**src/rtl/emio_arb_pkg.sv**
```systemverilog
// rtl/emio_arb_pkg.sv - shared FSM state, EMIO bit positions and field widths for emio_led_arb
package emio_arb_pkg;

    typedef enum logic [1:0] {
        ST_IDLE = 2'd0,
        ST_ARB  = 2'd1,
        ST_OWN  = 2'd2
    } arb_state_e;

    localparam int PS_DATA_LSB = 0;
    localparam int PS_REQ_BIT  = 8;
    localparam int SW_LSB      = 4;
    localparam int SW_W        = 2;
    localparam int OWNER_LSB   = 8;
    localparam int OWNED_BIT   = 10;
    localparam int OWNER_W     = 2;

endpackage

```
**src/rtl/emio_sync_debounce.sv**
```systemverilog
// rtl/emio_sync_debounce.sv - multi-stage synchronizer with optional per-bit debounce filter
module emio_sync_debounce #(
    parameter int WIDTH           = 1,
    parameter int SYNC_STAGES     = 2,
    parameter int DEBOUNCE_CYCLES = 65536,
    parameter bit DEBOUNCE_EN     = 1'b0
) (
    input  logic             clk,
    input  logic             rst_n,
    input  logic [WIDTH-1:0] din_i,
    output logic [WIDTH-1:0] dout_o
);

    logic [WIDTH-1:0] sync_q [SYNC_STAGES];

    always_ff @(posedge clk or negedge rst_n) begin
        if (!rst_n) begin
            for (int i = 0; i < SYNC_STAGES; i++) begin
                sync_q[i] <= '0;
            end
        end else begin
            sync_q[0] <= din_i;
            for (int i = 1; i < SYNC_STAGES; i++) begin
                sync_q[i] <= sync_q[i-1];
            end
        end
    end

    generate
        if (DEBOUNCE_EN) begin : g_db
            localparam int CNT_W = $clog2(DEBOUNCE_CYCLES);
            localparam logic [CNT_W-1:0] CNT_MAX = CNT_W'(DEBOUNCE_CYCLES - 1);

            for (genvar b = 0; b < WIDTH; b++) begin : g_bit
                logic             samp_q;
                logic [CNT_W-1:0] cnt_q;
                logic             out_q;

                // cnt_q counts consecutive samples equal to samp_q, the change sample included
                always_ff @(posedge clk or negedge rst_n) begin
                    if (!rst_n) begin
                        samp_q <= 1'b0;
                        cnt_q  <= '0;
                        out_q  <= 1'b0;
                    end else if (sync_q[SYNC_STAGES-1][b] != samp_q) begin
                        samp_q <= sync_q[SYNC_STAGES-1][b];
                        cnt_q  <= CNT_W'(1);
                    end else if (cnt_q == CNT_MAX) begin
                        out_q <= samp_q;
                    end else begin
                        cnt_q <= cnt_q + 1'b1;
                    end
                end

                assign dout_o[b] = out_q;
            end
        end else begin : g_sync
            assign dout_o = sync_q[SYNC_STAGES-1];
        end
    endgenerate

endmodule

```
**src/rtl/emio_led_arb.sv**
```systemverilog
// rtl/emio_led_arb.sv - round-robin LED bank arbiter between PS EMIO and fabric requesters
// Switch debounce is built only when EMIO_SW_DEBOUNCE_EN is defined.
module emio_led_arb
    import emio_arb_pkg::*;
#(
    parameter int NUM_REQ         = 4,
    parameter int LED_W           = 4,
    parameter int HOLD_CYCLES     = 1024,
    parameter int SYNC_STAGES     = 2,
    parameter int DEBOUNCE_CYCLES = 65536
) (
    input  logic                         clk,
    input  logic                         rst_n,
    input  logic [63:0]                  emio_gpio_o,
    input  logic [63:0]                  emio_gpio_t,
    output logic [63:0]                  emio_gpio_i,
    input  logic [NUM_REQ-2:0]           req,
    input  logic [(NUM_REQ-1)*LED_W-1:0] req_data,
    output logic [NUM_REQ-1:0]           grant,
    input  logic [1:0]                   sw,
    output logic [LED_W-1:0]             led
);

`ifdef EMIO_SW_DEBOUNCE_EN
    localparam bit SW_DEBOUNCE_EN = 1'b1;
`else
    localparam bit SW_DEBOUNCE_EN = 1'b0;
`endif

    localparam int HOLD_W = $clog2(HOLD_CYCLES);
    localparam logic [HOLD_W-1:0]  HOLD_MAX  = HOLD_W'(HOLD_CYCLES - 1);
    localparam logic [OWNER_W-1:0] LAST_IDX  = OWNER_W'(NUM_REQ - 1);
    localparam logic [OWNER_W:0]   NUM_REQ_W = (OWNER_W + 1)'(NUM_REQ);

    arb_state_e          state_q, state_d;
    logic [NUM_REQ-1:0]  grant_q, grant_d;
    logic [LED_W-1:0]    led_q, led_d;
    logic [OWNER_W-1:0]  owner_q, owner_d;
    logic [OWNER_W-1:0]  rr_ptr_q, rr_ptr_d;
    logic [HOLD_W-1:0]   hold_cnt_q, hold_cnt_d;

    logic [LED_W:0]      ps_raw, ps_s;
    logic [SW_W-1:0]     sw_s;
    logic [NUM_REQ-1:0]  req_vec, req_rot, owner_onehot;
    logic                found;
    logic [OWNER_W:0]    win_sum;
    logic [OWNER_W-1:0]  winner;
    logic                owner_req, others_pending;
    logic                unused_bits;

    assign ps_raw = {emio_gpio_o[PS_REQ_BIT] & ~emio_gpio_t[PS_REQ_BIT],
                     emio_gpio_o[PS_DATA_LSB +: LED_W]};

    assign unused_bits = ^{emio_gpio_o[63:PS_REQ_BIT+1], emio_gpio_o[PS_REQ_BIT-1:LED_W],
                           emio_gpio_t[63:PS_REQ_BIT+1], emio_gpio_t[PS_REQ_BIT-1:0]};

    emio_sync_debounce #(
        .WIDTH          (LED_W + 1),
        .SYNC_STAGES    (SYNC_STAGES),
        .DEBOUNCE_CYCLES(DEBOUNCE_CYCLES),
        .DEBOUNCE_EN    (1'b0)
    ) u_ps_sync (
        .clk   (clk),
        .rst_n (rst_n),
        .din_i (ps_raw),
        .dout_o(ps_s)
    );

    emio_sync_debounce #(
        .WIDTH          (SW_W),
        .SYNC_STAGES    (SYNC_STAGES),
        .DEBOUNCE_CYCLES(DEBOUNCE_CYCLES),
        .DEBOUNCE_EN    (SW_DEBOUNCE_EN)
    ) u_sw_sync (
        .clk   (clk),
        .rst_n (rst_n),
        .din_i (sw),
        .dout_o(sw_s)
    );

    function automatic logic [LED_W-1:0] sel_data(
        input logic [OWNER_W-1:0]           idx,
        input logic [LED_W-1:0]             ps_data,
        input logic [(NUM_REQ-1)*LED_W-1:0] fab_data
    );
        logic [LED_W-1:0] d;
        d = ps_data;
        for (int k = 1; k < NUM_REQ; k++) begin
            if (idx == OWNER_W'(k)) begin
                d = fab_data[(k-1)*LED_W +: LED_W];
            end
        end
        return d;
    endfunction

    assign req_vec        = {req, ps_s[LED_W]};
    assign owner_onehot   = NUM_REQ'(1) << owner_q;
    assign owner_req      = |(req_vec & owner_onehot);
    assign others_pending = |(req_vec & ~owner_onehot);

    // Rotate so bit 0 is the requester at rr_ptr, then take the lowest set bit
    assign req_rot = NUM_REQ'({req_vec, req_vec} >> rr_ptr_q);

    always_comb begin
        found   = 1'b0;
        win_sum = {1'b0, rr_ptr_q};
        for (int i = 0; i < NUM_REQ; i++) begin
            if (!found && req_rot[i]) begin
                found   = 1'b1;
                win_sum = {1'b0, rr_ptr_q} + (OWNER_W + 1)'(i);
            end
        end
        if (win_sum >= NUM_REQ_W) begin
            win_sum = win_sum - NUM_REQ_W;
        end
        winner = win_sum[OWNER_W-1:0];
    end

    always_comb begin
        state_d    = state_q;
        grant_d    = grant_q;
        led_d      = led_q;
        owner_d    = owner_q;
        rr_ptr_d   = rr_ptr_q;
        hold_cnt_d = hold_cnt_q;
        case (state_q)
            ST_IDLE: begin
                grant_d = '0;
                led_d   = '0;
                if (|req_vec) begin
                    state_d = ST_ARB;
                end
            end
            ST_ARB: begin
                grant_d = '0;
                if (found) begin
                    grant_d    = NUM_REQ'(1) << winner;
                    led_d      = sel_data(winner, ps_s[LED_W-1:0], req_data);
                    owner_d    = winner;
                    hold_cnt_d = '0;
                    rr_ptr_d   = (winner == LAST_IDX) ? '0 : winner + 1'b1;
                    state_d    = ST_OWN;
                end else begin
                    led_d   = '0;
                    state_d = ST_IDLE;
                end
            end
            ST_OWN: begin
                led_d = sel_data(owner_q, ps_s[LED_W-1:0], req_data);
                if (hold_cnt_q != HOLD_MAX) begin
                    hold_cnt_d = hold_cnt_q + 1'b1;
                end
                // Release takes priority over preemption when both apply
                if (!owner_req) begin
                    grant_d = '0;
                    if (others_pending) begin
                        led_d   = led_q;
                        state_d = ST_ARB;
                    end else begin
                        led_d   = '0;
                        state_d = ST_IDLE;
                    end
                end else if (hold_cnt_q == HOLD_MAX && others_pending) begin
                    grant_d = '0;
                    led_d   = led_q;
                    state_d = ST_ARB;
                end
            end
            default: begin
                grant_d = '0;
                led_d   = '0;
                state_d = ST_IDLE;
            end
        endcase
    end

    always_ff @(posedge clk or negedge rst_n) begin
        if (!rst_n) begin
            state_q    <= ST_IDLE;
            grant_q    <= '0;
            led_q      <= '0;
            owner_q    <= '0;
            rr_ptr_q   <= '0;
            hold_cnt_q <= '0;
        end else begin
            state_q    <= state_d;
            grant_q    <= grant_d;
            led_q      <= led_d;
            owner_q    <= owner_d;
            rr_ptr_q   <= rr_ptr_d;
            hold_cnt_q <= hold_cnt_d;
        end
    end

    always_comb begin
        emio_gpio_i                         = '0;
        emio_gpio_i[SW_LSB +: SW_W]         = sw_s;
        emio_gpio_i[OWNER_LSB +: OWNER_W]   = owner_q;
        emio_gpio_i[OWNED_BIT]              = (state_q == ST_OWN);
    end

    assign grant = grant_q;
    assign led   = led_q;

endmodule
```
**config.mk**
```make
export PLATFORM = sky130hd
export DESIGN_NAME = emio_led_arb
export DESIGN_NICKNAME = d
export VERILOG_FILES = /design/src/rtl/emio_arb_pkg.sv /design/src/rtl/emio_sync_debounce.sv /design/src/rtl/emio_led_arb.sv
export SDC_FILE = /design/constraint.sdc
export NUM_CORES = 1
export LEC_CHECK = 0
export BUFFER_PORTS_ARGS = -buffer_cell sky130_fd_sc_hd__buf_4
export CAP_MARGIN = 20
export CORE_AREA = 10 10 80 109
export CTS_CLUSTER_SIZE = 28
export DETAILED_ROUTE_END_ITERATION = 6
export DIE_AREA = 0 0 90 119
export PLACE_DENSITY = 0.8
export REMOVE_ABC_BUFFERS = 1
export SYNTH_ARGS = -nofsm -noshare
export SYNTH_HDL_FRONTEND = slang
export SYNTH_SLANG_ARGS = --single-unit
```
**constraint.sdc**
```tcl
create_clock -name clk -period 2.5 [get_ports clk]
set_input_delay 0.125 -clock clk [delete_from_list [all_inputs] [get_ports clk]]
set_output_delay 0.125 -clock clk [all_outputs]
set_load 0.02 [all_outputs]
```
* Word-level counts from Yosys, hierarchy flattened *
Index checks and enable logic that the tools add are counted.

word-level totals
  flip-flop bits (word level) = 38
  input port bits = 147
  output and inout bits = 72
  word-level logic and storage cells = 90

cells by class
  add/sub/neg operators = 6
  order comparisons = 1
  eq/ne operators = 16
  shift operators = 3
  muxes and demuxes = 33
  bitwise gates (word level) = 5
  reductions and logical operators = 16

operators with widths
  operator                 count
  $mux W4                  13
  $mux W10                 2
  $pmux W10 S2             1
  $pmux W4 S2              2
  $mux W2                  6
  $reduce_or A4 Y1         3
  $add A10 B1 Y10 const B  1
  $eq A10 B10 Y1 const B   1
  $eq A2 B2 Y1 const B     5
  $ne A10 B10 Y1 const B   1
  $mux W3                  3
  $and A4 B4 Y4            2
  $shl A1 B2 Y4 const A    2
  $shr A8 B2 Y4            1
  $add A2 B2 Y3 const B    2
  $eq A2 B1 Y1 const B     3
  $ne A3 B3 Y1 const B     2
  $pmux W2 S3              1
  $reduce_and A2 Y1        3
  $mux W1                  5
  $logic_and A1 B1 Y1      4
  $ne A2 B2 Y1 const B     2
  $not A4 Y4               1
  $add A2 B1 Y3 const B    1
  11 further kinds         13

* Longest topological paths before layout *
Gate-level depths: netlist (run 1).

  depth in word-level cells = 19
  mapped depth = 11

* Modules after synthesis *
A second synthesis (run 1) with hierarchy kept.

second synthesis, totals
  cell total of the unflattened synthesis = 271
  area total of the unflattened synthesis = 2597.5 um^2

by module, submodules not included
  module                          instances  cells each  area each (um^2)
  emio_led_arb                    1          250         2194.6
  emio_sync_debounce (u_ps_sync)  1          15          287.8
  emio_sync_debounce (u_sw_sync)  1          6           115.1

* Worst setup path after synthesis (run 1) *
Ideal clock, no wire load.

  path type = flip-flop to flip-flop
  start = register u_ps_sync.sync_q, in the netlist u_ps_sync.dout_o[4]
  end = register led_q[0] (netlist: led[0])
  data arrival time = 2.019 ns
  data required time = 2.369 ns
  path slack = 0.351 ns
  stages on the path, launching flop included = 10
  path buffers = 0
  cells stage by stage = dfrtp_1 > nor2_1 > a221o_1 > o22ai_1 > ha_1 > nor2b_1 > a2111oi_0 > o31ai_1 > nand2_1 > mux2i_1

on the way
  cells in the longest elaborated chain, start to end = 19
  elaborated cells between the ends (all ways) = 34

RTL lines
  item                                           line                                      source
  start, declared                                emio_sync_debounce.sv:14                  logic [WIDTH-1:0] sync_q [SYNC_STAGES];
  start signal, assigned by index                emio_sync_debounce.sv:24                  sync_q[i] <= sync_q[i-1];
  $shr A8 B2 Y4                                  emio_led_arb.sv:102                       assign req_rot = NUM_REQ'({req_vec, req_vec} >> rr_ptr_q);
  $mux W1                                        emio_led_arb.sv:108                       if (!found && req_rot[i]) begin
  $logic_not A1 Y1                               emio_led_arb.sv:108
  $logic_and A1 B1 Y1                            emio_led_arb.sv:108
  $mux W1                                        emio_led_arb.sv:108
  $logic_not A1 Y1                               emio_led_arb.sv:108
  $logic_and A1 B1 Y1                            emio_led_arb.sv:108
  $mux W1                                        emio_led_arb.sv:108
  $logic_not A1 Y1                               emio_led_arb.sv:108
  $logic_and A1 B1 Y1                            emio_led_arb.sv:108
  $mux W3                                        emio_led_arb.sv:108
  $ge A3 B3 Y1 or $sub A2 B1 Y2 (tied branches)  emio_led_arb.sv:113, emio_led_arb.sv:114
  $mux W2                                        emio_led_arb.sv:113                       if (win_sum >= NUM_REQ_W) begin
  $eq A2 B1 Y1                                   emio_led_arb.sv:89                        if (idx == OWNER_W'(k)) begin
  $mux W4 (3 in a row)                           emio_led_arb.sv:89
  $mux W4                                        emio_led_arb.sv:136                       if (found) begin
  $pmux W4 S2                                    emio_led_arb.sv:126                       case (state_q)
  end signal, assigned                           emio_led_arb.sv:188                       led_q <= led_d;
  end, declared                                  emio_led_arb.sv:37                        logic [LED_W-1:0] led_q, led_d;

Parallel ways exist; a longest one is shown, timed or not.
A chain may end at the register's enable or synchronous reset.

* Worst setup path after layout (run 1) *
  start = register u_ps_sync.sync_q, in the netlist u_ps_sync.dout_o[4]
  end = register led_q[3] (netlist: led[3])

on the way
  cells in the longest elaborated chain, start to end = 19
  elaborated cells between the ends (all ways) = 34

RTL lines
  item                                           line                                      source
  $shr A8 B2 Y4 (*)                              emio_led_arb.sv:102
  $mux W1                                        emio_led_arb.sv:108
  $logic_not A1 Y1                               emio_led_arb.sv:108
  $logic_and A1 B1 Y1                            emio_led_arb.sv:108
  $mux W1                                        emio_led_arb.sv:108
  $logic_not A1 Y1                               emio_led_arb.sv:108
  $logic_and A1 B1 Y1                            emio_led_arb.sv:108
  $mux W1                                        emio_led_arb.sv:108
  (+3 left out)                                  n/a
  $ge A3 B3 Y1 or $sub A2 B1 Y2 (tied branches)  emio_led_arb.sv:113, emio_led_arb.sv:114
  $mux W2 (*)                                    emio_led_arb.sv:113
  via win_sum[1]                                 emio_led_arb.sv:46                        logic [OWNER_W:0] win_sum;
  $eq A2 B1 Y1                                   emio_led_arb.sv:89
  $mux W4 (2 in a row)                           emio_led_arb.sv:89
  $mux W4 (*)                                    emio_led_arb.sv:89
  $mux W4 (*)                                    emio_led_arb.sv:136
  $pmux W4 S2 (*)                                emio_led_arb.sv:126

Mark *: on every way through the listed nets, which the timed path passes. The rest lies on a longest branch.

==> results by group, run 1 <==
Yosys
  – Async SR Flop Fraction: 100.0%
  – Yosys reg bits: 38
  – Main synth FF type: dfrtp_1
  – Register area share after synthesis: 37.46%
  – Yosys warnings: 0
  – Post-synth EDFFs: 0
  – Distinct cells, synth: 43
  – Syn avg cell area: 9.403 um^2
  – Post-Synthesis Cells: 270
  – Post-synthesis cell area: 2539 um^2

Floorplanning
  – Core area: 6802 um^2
  – FP Rows: 36
  – Area of the die: 10710 um^2
  – Top-Level Pins: 219
  – Die Width: 90 um
  – Die Y: 119 um
  – Initial Util: 37.33%

Placement
  – PortBufs: 37
  – DP Worst Slack: -0.006460 ns
  – Final GP Congestion: 0.8061
  – DPL Wire Length: 4.482 mm

CTS
  – Root Buffer Master: clkbuf_8
  – Largest buffer count on any clock path: 2
  – Clock sinks: 38
  – Skew-Pair Late Insertion Delay: 0.29 ns
  – CTS HTree Levels: 2
  – # Post-CTS Setup Buffers: 0
  – CTS buffer count: 5
  – TritonCTS clock tree: done
  – CTS clk-pin slew, worst paths: 0.07 ns

Cells and area
  – Final core occ: 43.16%
  – Final Net Count: 471
  – Commonest non-fill, non-tap cell in the layout: conb_1
  – P&R area growth vs syn: 15.62%
  – Most frequent cells in the layout: 59 x conb_1, 43 x buf_4, 38 x dfrtp_1, 27 x nand2_1, 14 x nor2_1
  – Ratio of cells with drive above 1 in the final layout: 19.30%
  – # diodes: 0
  – Number of fillers in the final layout: 653

STA
  – Setup Total Neg Slack: 0 ns
  – Tcrit/Tclk final: 92.26%
  – Max Slew Vio Count: 0
  – Final setup violation count: 0
  – Clock skew: 0.006923 ns
  – Worst Hold Slack: 0.08382 ns
  – Unrepaired setup endpoints after global routing: false
  – Hold Vio Cnt, Final: 0
  – Min Tclk post-route: 2.307 ns
  – Setup ws final: 0.1934 ns
  – Worst-margin pin slew: 0.6061 ns
  – Max Fclk: 0.4335 GHz
  – Max-slew headroom: 59.22%

Global route
  – Global Route Usage Sum: 10.07%
  – First-pass GRT wire length: 9.156 mm
  – Gr ovfl total: 0
  – Vias in the first global route: 1966
  – Initial antenna violation count: 0
  – Largest net degree at the start of global routing: 39

Min path
  – Worst Hold Class: input port to flip-flop
  – Worst hold path depth: 2

Power and ir drop
  – Total Power: 2704 uW
  – Max VDD drop: 491.0 uV
  – Pwr/cell area: 921.2 nW/um^2
  – Switching part of the total: 42.09%
  – Pleak: 0.001407 uW
  – Int Pwr: 1566 uW
  – Comb pwr share: 49.3%
  – Net Sw Power: 1138 uW
  – Sequential share of power: 31.4%
  – Clock share of power: 19.3%

Drt
  – DRC violations left: 0
  – Wirelength, routed: 5.810 mm
  – Initial DRC Count: 87
  – Average wire per standard cell: 14.14 um
  – Vias per inst: 4.669
  – Via count: 1919
  – Routed Antenna Nets: 0
  – Drt pass-1 iters: 4

Worst setup path
  – Worst path arrival time: 2.52 ns
  – Worst path cell trace: nor2_1 > a221o_1 > o22ai_4 > inv_1 > ha_2 > nor3b_1 > o41ai_1 > nand2_1 > mux2i_1
  – Crit path required time: 2.71 ns
  – Startpoint Class: flip-flop
  – Worst Setup End Kind: flip-flop
  – Max stage delay on crit path: 0.42 ns
  – Reg2reg path depth: 9
  – Slowest library cell on the worst path: dfrtp_1
  – Crit Path Max Fanout: 7
  – Critical path class: flip-flop to flip-flop

Flow run
  – Max-Cap Viols: 0

Run status
  – Outcome: finished clean
cells by family after synthesis:
| family | after synthesis | synth area share, % |
|---|---|---|
| AOI/OAI and AO/OA | 52 | 13.75 |
| other | 1 | 0.1477 |
| adders and majority gates | 9 | 4.436 |
| muxes | 13 | 8.280 |
| buffers and inverters | 84 | 21.98 |
| DFF | 38 | 37.46 |
| and+or+nand+nor | 73 | 13.95 |
cell usage after synthesis, types with 5 or more instances:
| cell type | count | share of area, % |
|---|---|---|
| nand3_1 | 8 | 1.6 |
| ha_1 | 9 | 4.4 |
| nor2_1 | 14 | 2.1 |
| o21ai_0 | 12 | 2.4 |
| inv_1 | 13 | 1.9 |
| mux2i_1 | 6 | 2.4 |
| buf_2 | 5 | 0.99 |
| nor2b_1 | 8 | 2.0 |
| buf_4 | 61 | 18 |
| nand2_1 | 27 | 4.0 |
| dfrtp_1 | 38 | 37 |
| a21oi_1 | 9 | 1.8 |
path summary, 6_finish.rpt:
path	from	endpoint	slack, ns
setup / recovery	u_ps_sync.dout_o[4]	led[3]	0.19
hold / removal	emio_gpio_o[8]	u_ps_sync.sync_q[9]	0.08
setup reg to reg	u_ps_sync.dout_o[4]	led[3]	0.19
hold reg to reg	u_ps_sync.sync_q[9]	u_ps_sync.dout_o[4]	0.35
max in group asynchronous	rst_n	grant[0]	1.82
min in group asynchronous	rst_n	rr_ptr_q[0]	0.34
critical path: cells and delay by family, from the launching register on:
kind | cells | cell delay (ns)
fa+ha+maj | 1 | 0.26
compound gates | 3 | 0.94
buf+inv | 1 | 0.12
simple gates | 3 | 0.36
mux | 1 | 0.13
flops | 1 | 0.42
state kept, by name, indices dropped and copies added, names as in the netlist:
signal / flops
hold_cnt_q: 10
u_ps_sync.dout_o: 5
u_ps_sync.sync_q: 5
grant: 4
led: 4
owner_q: 2
rr_ptr_q: 2
state_q: 2
u_sw_sync.dout_o: 2
u_sw_sync.sync_q: 2
power groups by stage:
stage,Sequential [uW],Clock (uW),Combinational [uW]
after detailed placement,854,0,1250
final,849,523,1330
after floorplan,929,0,735
after CTS,842,542,1270
after global routing,867,564,1470
after global placement,843,0,1220
layout make-up:
cell class	instances	area, um^2	share of cell area (%)
clock buffers	5	68.82	2.344
clock inverters	3	45.04	1.535
inverters	13	48.80	1.662
multi-input cells	206	1300	44.29
flip-flops and latches	38	950.9	32.40
well taps	95	118.9	4.049
repair buffers	51	402.9	13.73
layer usage:
| layer | wire length [um] | share of wire, % | vias to the layer above | track usage, % |
|---|---|---|---|---|
| li1 | - | - | 911 | - |
| met4 | 92 | 1.6 | 0 | 3.792 |
| met2 | 2778 | 48 | 100 | 17.17 |
| met3 | 661 | 11 | 6 | 4.965 |
| met1 | 2278 | 39 | 902 | 10.44 |
| met5 | 0 | 0 | - | 0 |
what timing repair did:
| item | in CTS | in global routing |
|---|---|---|
| setup endpoints to repair | 3 | 4 |
| gates resized for setup | 1 | 12 |
| endpoints found under the hold margin | 45 | 0 |
| hold buffers | 8 | 0 |
per-stage QoR:
stage	cell area [um^2]	instances
3_5_place_dp	2689	395
4_1_cts	2885	411
5_1_grt	2935	411
6_report	2935	411
2_1_floorplan	2247	257
3_3_place_gp	2689	395
Note: power is estimated with default switching activity, not from simulation.
==> inputs of run 2 (changes only) <==
--- a/config.mk
+++ b/config.mk
@@ -7,11 +7,11 @@
 export LEC_CHECK = 0
 export BUFFER_PORTS_ARGS = -buffer_cell sky130_fd_sc_hd__buf_4
 export CAP_MARGIN = 20
-export CORE_AREA = 10 10 80 109
+export CORE_AREA = 10 10 79 108
 export CTS_CLUSTER_SIZE = 28
 export DETAILED_ROUTE_END_ITERATION = 6
-export DIE_AREA = 0 0 90 119
-export PLACE_DENSITY = 0.8
+export DIE_AREA = 0 0 89 118
+export PLACE_DENSITY = 0.82
 export REMOVE_ABC_BUFFERS = 1
 export SYNTH_ARGS = -nofsm -noshare
 export SYNTH_HDL_FRONTEND = slang
==> constraint.sdc (replaced) <==
create_clock -name clk -period 2.8 [get_ports clk]
set_input_delay 0.14 -clock clk [delete_from_list [all_inputs] [get_ports clk]]
set_output_delay 0.14 -clock clk [all_outputs]
set_load 0.02 [all_outputs]
==> run 2 against run 1 <==
Routed wire length grew 0.40%. Die area shrank 1.9%. Flip-flop and latch count is the same.
==> results by group, run 2 (same netlist as run 1, synthesis figures left out) <==
Run status
  – Outcome: finished clean

Floorplanning
  – Die Y: 118 um (-0.84%)
  – Initial Util: 38.91% (+1.6 points)
  – Die Width: 89 um (-1.1%)
  – Area of the die: 10500 um^2 (-1.9%)
  – Core area: 6525 um^2 (-4.1%)
  – FP Rows: 35 (-2.8%)
  – Top-Level Pins: 219 (unchanged)

Global route
  – Largest net degree at the start of global routing: 39 (unchanged)
  – Global Route Usage Sum: 10.37% (+0.30 points)
  – Initial antenna violation count: 0 (unchanged)
  – Gr ovfl total: 0 (unchanged)
  – Vias in the first global route: 1943 (-1.2%)
  – First-pass GRT wire length: 8.901 mm (-2.8%)

CTS
  – CTS clk-pin slew, worst paths: 0.07 ns (about the same)
  – Skew-Pair Late Insertion Delay: 0.28 ns (about the same)
  – TritonCTS clock tree: done
  – CTS HTree Levels: 2 (unchanged)
  – # Post-CTS Setup Buffers: 0 (unchanged)
  – Clock sinks: 38 (unchanged)
  – CTS buffer count: 5 (unchanged)
  – Largest buffer count on any clock path: 2 (unchanged)
  – Root Buffer Master: clkbuf_8

Cells and area
  – # diodes: 0 (unchanged)
  – Max reg flops: 10 (unchanged)
  – Most frequent cells in the layout: 59 x conb_1, 39 x buf_4, 38 x dfrtp_1, 27 x nand2_1, 14 x nor2_1
  – Ratio of cells with drive above 1 in the final layout: 15.81% (-3.5 points)
  – Final Net Count: 467 (-0.85%)
  – Commonest non-fill, non-tap cell in the layout: conb_1
  – P&R area growth vs syn: 10.25%
  – Biggest register: hold_cnt_q

STA
  – Min Tclk post-route: 2.632 ns (+0.3258 ns)
  – Max Slew Vio Count: 0 (unchanged)
  – Tcrit/Tclk final: 94.01% (+1.8 points)
  – Setup Total Neg Slack: 0 ns (unchanged)
  – Unrepaired setup endpoints after global routing: false
  – Max Fclk: 0.3799 GHz (-12%)
  – Max-slew headroom: 46.75% (-12 points)
  – Final setup violation count: 0 (unchanged)
  – Hold Vio Cnt, Final: 0 (unchanged)
  – Clock skew: 0.005136 ns (-0.001787 ns)
  – Worst-margin pin slew: 0.7950 ns (+0.1889 ns)

Worst setup path
  – Worst path cell trace: nor2_1 > a221o_1 > o22ai_1 > inv_1 > ha_1 > a2111oi_0 > o41ai_1 > nand2_1 > mux2i_1
  – Crit Path Max Fanout: 8 (+1)
  – Worst Setup End Kind: flip-flop
  – Worst path arrival time: 2.80 ns (+0.28 ns)
  – Startpoint Class: flip-flop
  – Critical path class: flip-flop to flip-flop
  – Crit path required time: 2.96 ns (+0.25 ns)
  – Slowest library cell on the worst path: dfrtp_1
  – Max stage delay on crit path: 0.47 ns (+0.05 ns)

Placement
  – PortBufs: 37 (unchanged)
  – Final GP Congestion: 0.8640 (+7.2%)
  – DPL Wire Length: 4.635 mm (+3.4%)

Power and ir drop
  – Pleak: 0.001376 uW (-2.2%)
  – Int Pwr: 1270 uW (-19%)
  – Sequential share of power: 34.5% (+3.1 points)
  – Net Sw Power: 973.8 uW (-14%)
  – Total Power: 2243 uW (-17%)
  – Switching part of the total: 43.41% (+1.3 points)
  – Clock share of power: 16.6% (-2.7 points)
  – Comb pwr share: 48.9% (-0.4 points)
  – Max VDD drop: 470.5 uV (-4.2%)
  – Pwr/cell area: 801.5 nW/um^2 (-13%)

Drt
  – Drt pass-1 iters: 4 (unchanged)
  – Average wire per standard cell: 15.19 um (+7.5%)
  – Vias per inst: 5.016 (+7.4%)
  – Routed Antenna Nets: 0 (unchanged)
  – Initial DRC Count: 117 (+34%)
  – DRC violations left: 0 (unchanged)
  – Via count: 1926 (+0.36%)
  – Wirelength, routed: 5.833 mm (+0.40%)

Min path
  – Worst Hold Class: input port to flip-flop

Flow run
  – Max-Cap Viols: 0 (unchanged)
==> run 2: cell count changes in the layout (fill, tap and decap cells not counted), sizes merged <==
cell,previous run,this run
clkbuf,5,6
buf,43,39
clkinvlp,2,0
bufinv,1,0
==> run 2: timing repair <==
item | CTS | global route
endpoints found under the hold margin | 45 | 0
hold buffers | 8 | 0
endpoints found under the setup margin | 0 | 2
resized for setup | 0 | 2
==> run 2: critical path: cells and delay by family (launching register included) <==
family	cells	cell delay, ns
compound gates	4	1.34
flops	1	0.47
fa+ha+maj	1	0.31
simple gates	2	0.20
buf+inv	1	0.13
mux	1	0.07
==> run 2: final timing paths <==
check	from	endpoint	slack (ns)	depth (start not counted)
setup reg to reg	u_ps_sync.dout_o[4]	led[3]	0.17	9
min in group asynchronous	rst_n	grant[2]	0.34	2
hold reg to reg	u_sw_sync.sync_q[3]	u_sw_sync.dout_o[1]	0.35	0
hold / removal	emio_gpio_o[8]	u_ps_sync.sync_q[9]	0.07	2
setup / recovery	u_ps_sync.dout_o[4]	led[3]	0.17	9
max in group asynchronous	rst_n	u_sw_sync.sync_q[2]	2.12	2
==> run 2: layer usage <==
| metal | up-vias | global-route usage, % | wire length, um |
|---|---|---|---|
| li1 | 903 | - | - |
| met1 | 913 | 11.37 | 2341 |
| met2 | 96 | 17.40 | 2804 |
| met3 | 14 | 3.255 | 497 |
| met4 | 0 | 4.790 | 189 |
| met5 | - | 0 | 0 |
==> run 2: area by class of cell <==
cell class / instances / area (um^2)
Timing Repair Buffer: 47 / 372.9
Tap cell: 74 / 92.59
Multi-Input combinational cell: 206 / 1251
Fill cell: 622 / 3726
Sequential cell: 38 / 950.9
Clock buffer: 6 / 82.58
Inverter: 13 / 48.80
==> run 2: power groups by stage <==
stage          clock network (uW)  logic (uW)  registers, uW
4_1_cts                       380        1090            774
6_report                      372        1100            775
5_1_grt                       408        1210            794
3_5_place_dp                    0        1080            784
3_3_place_gp                    0        1040            772
2_1_floorplan                   0         657            830
==> run 2: through the flow <==
| stage | cells | hold slack (ns) | setup WS, ns | area [um^2] | utilization [%] |
|---|---|---|---|---|---|
| floorplan | 257 | -0.1556 | 0.6506 | 2247 | - |
| global placement | 370 | 0.1266 | 0.2951 | 2633 | 40.35 |
| detailed placement | 370 | 0.1341 | 0.1651 | 2633 | 40.35 |
| CTS | 384 | 0.07050 | 0.1393 | 2795 | 42.84 |
| global route | 384 | 0.07196 | 0.02002 | 2799 | 42.90 |
| finish | 384 | 0.07383 | 0.1676 | 2799 | 42.90 |
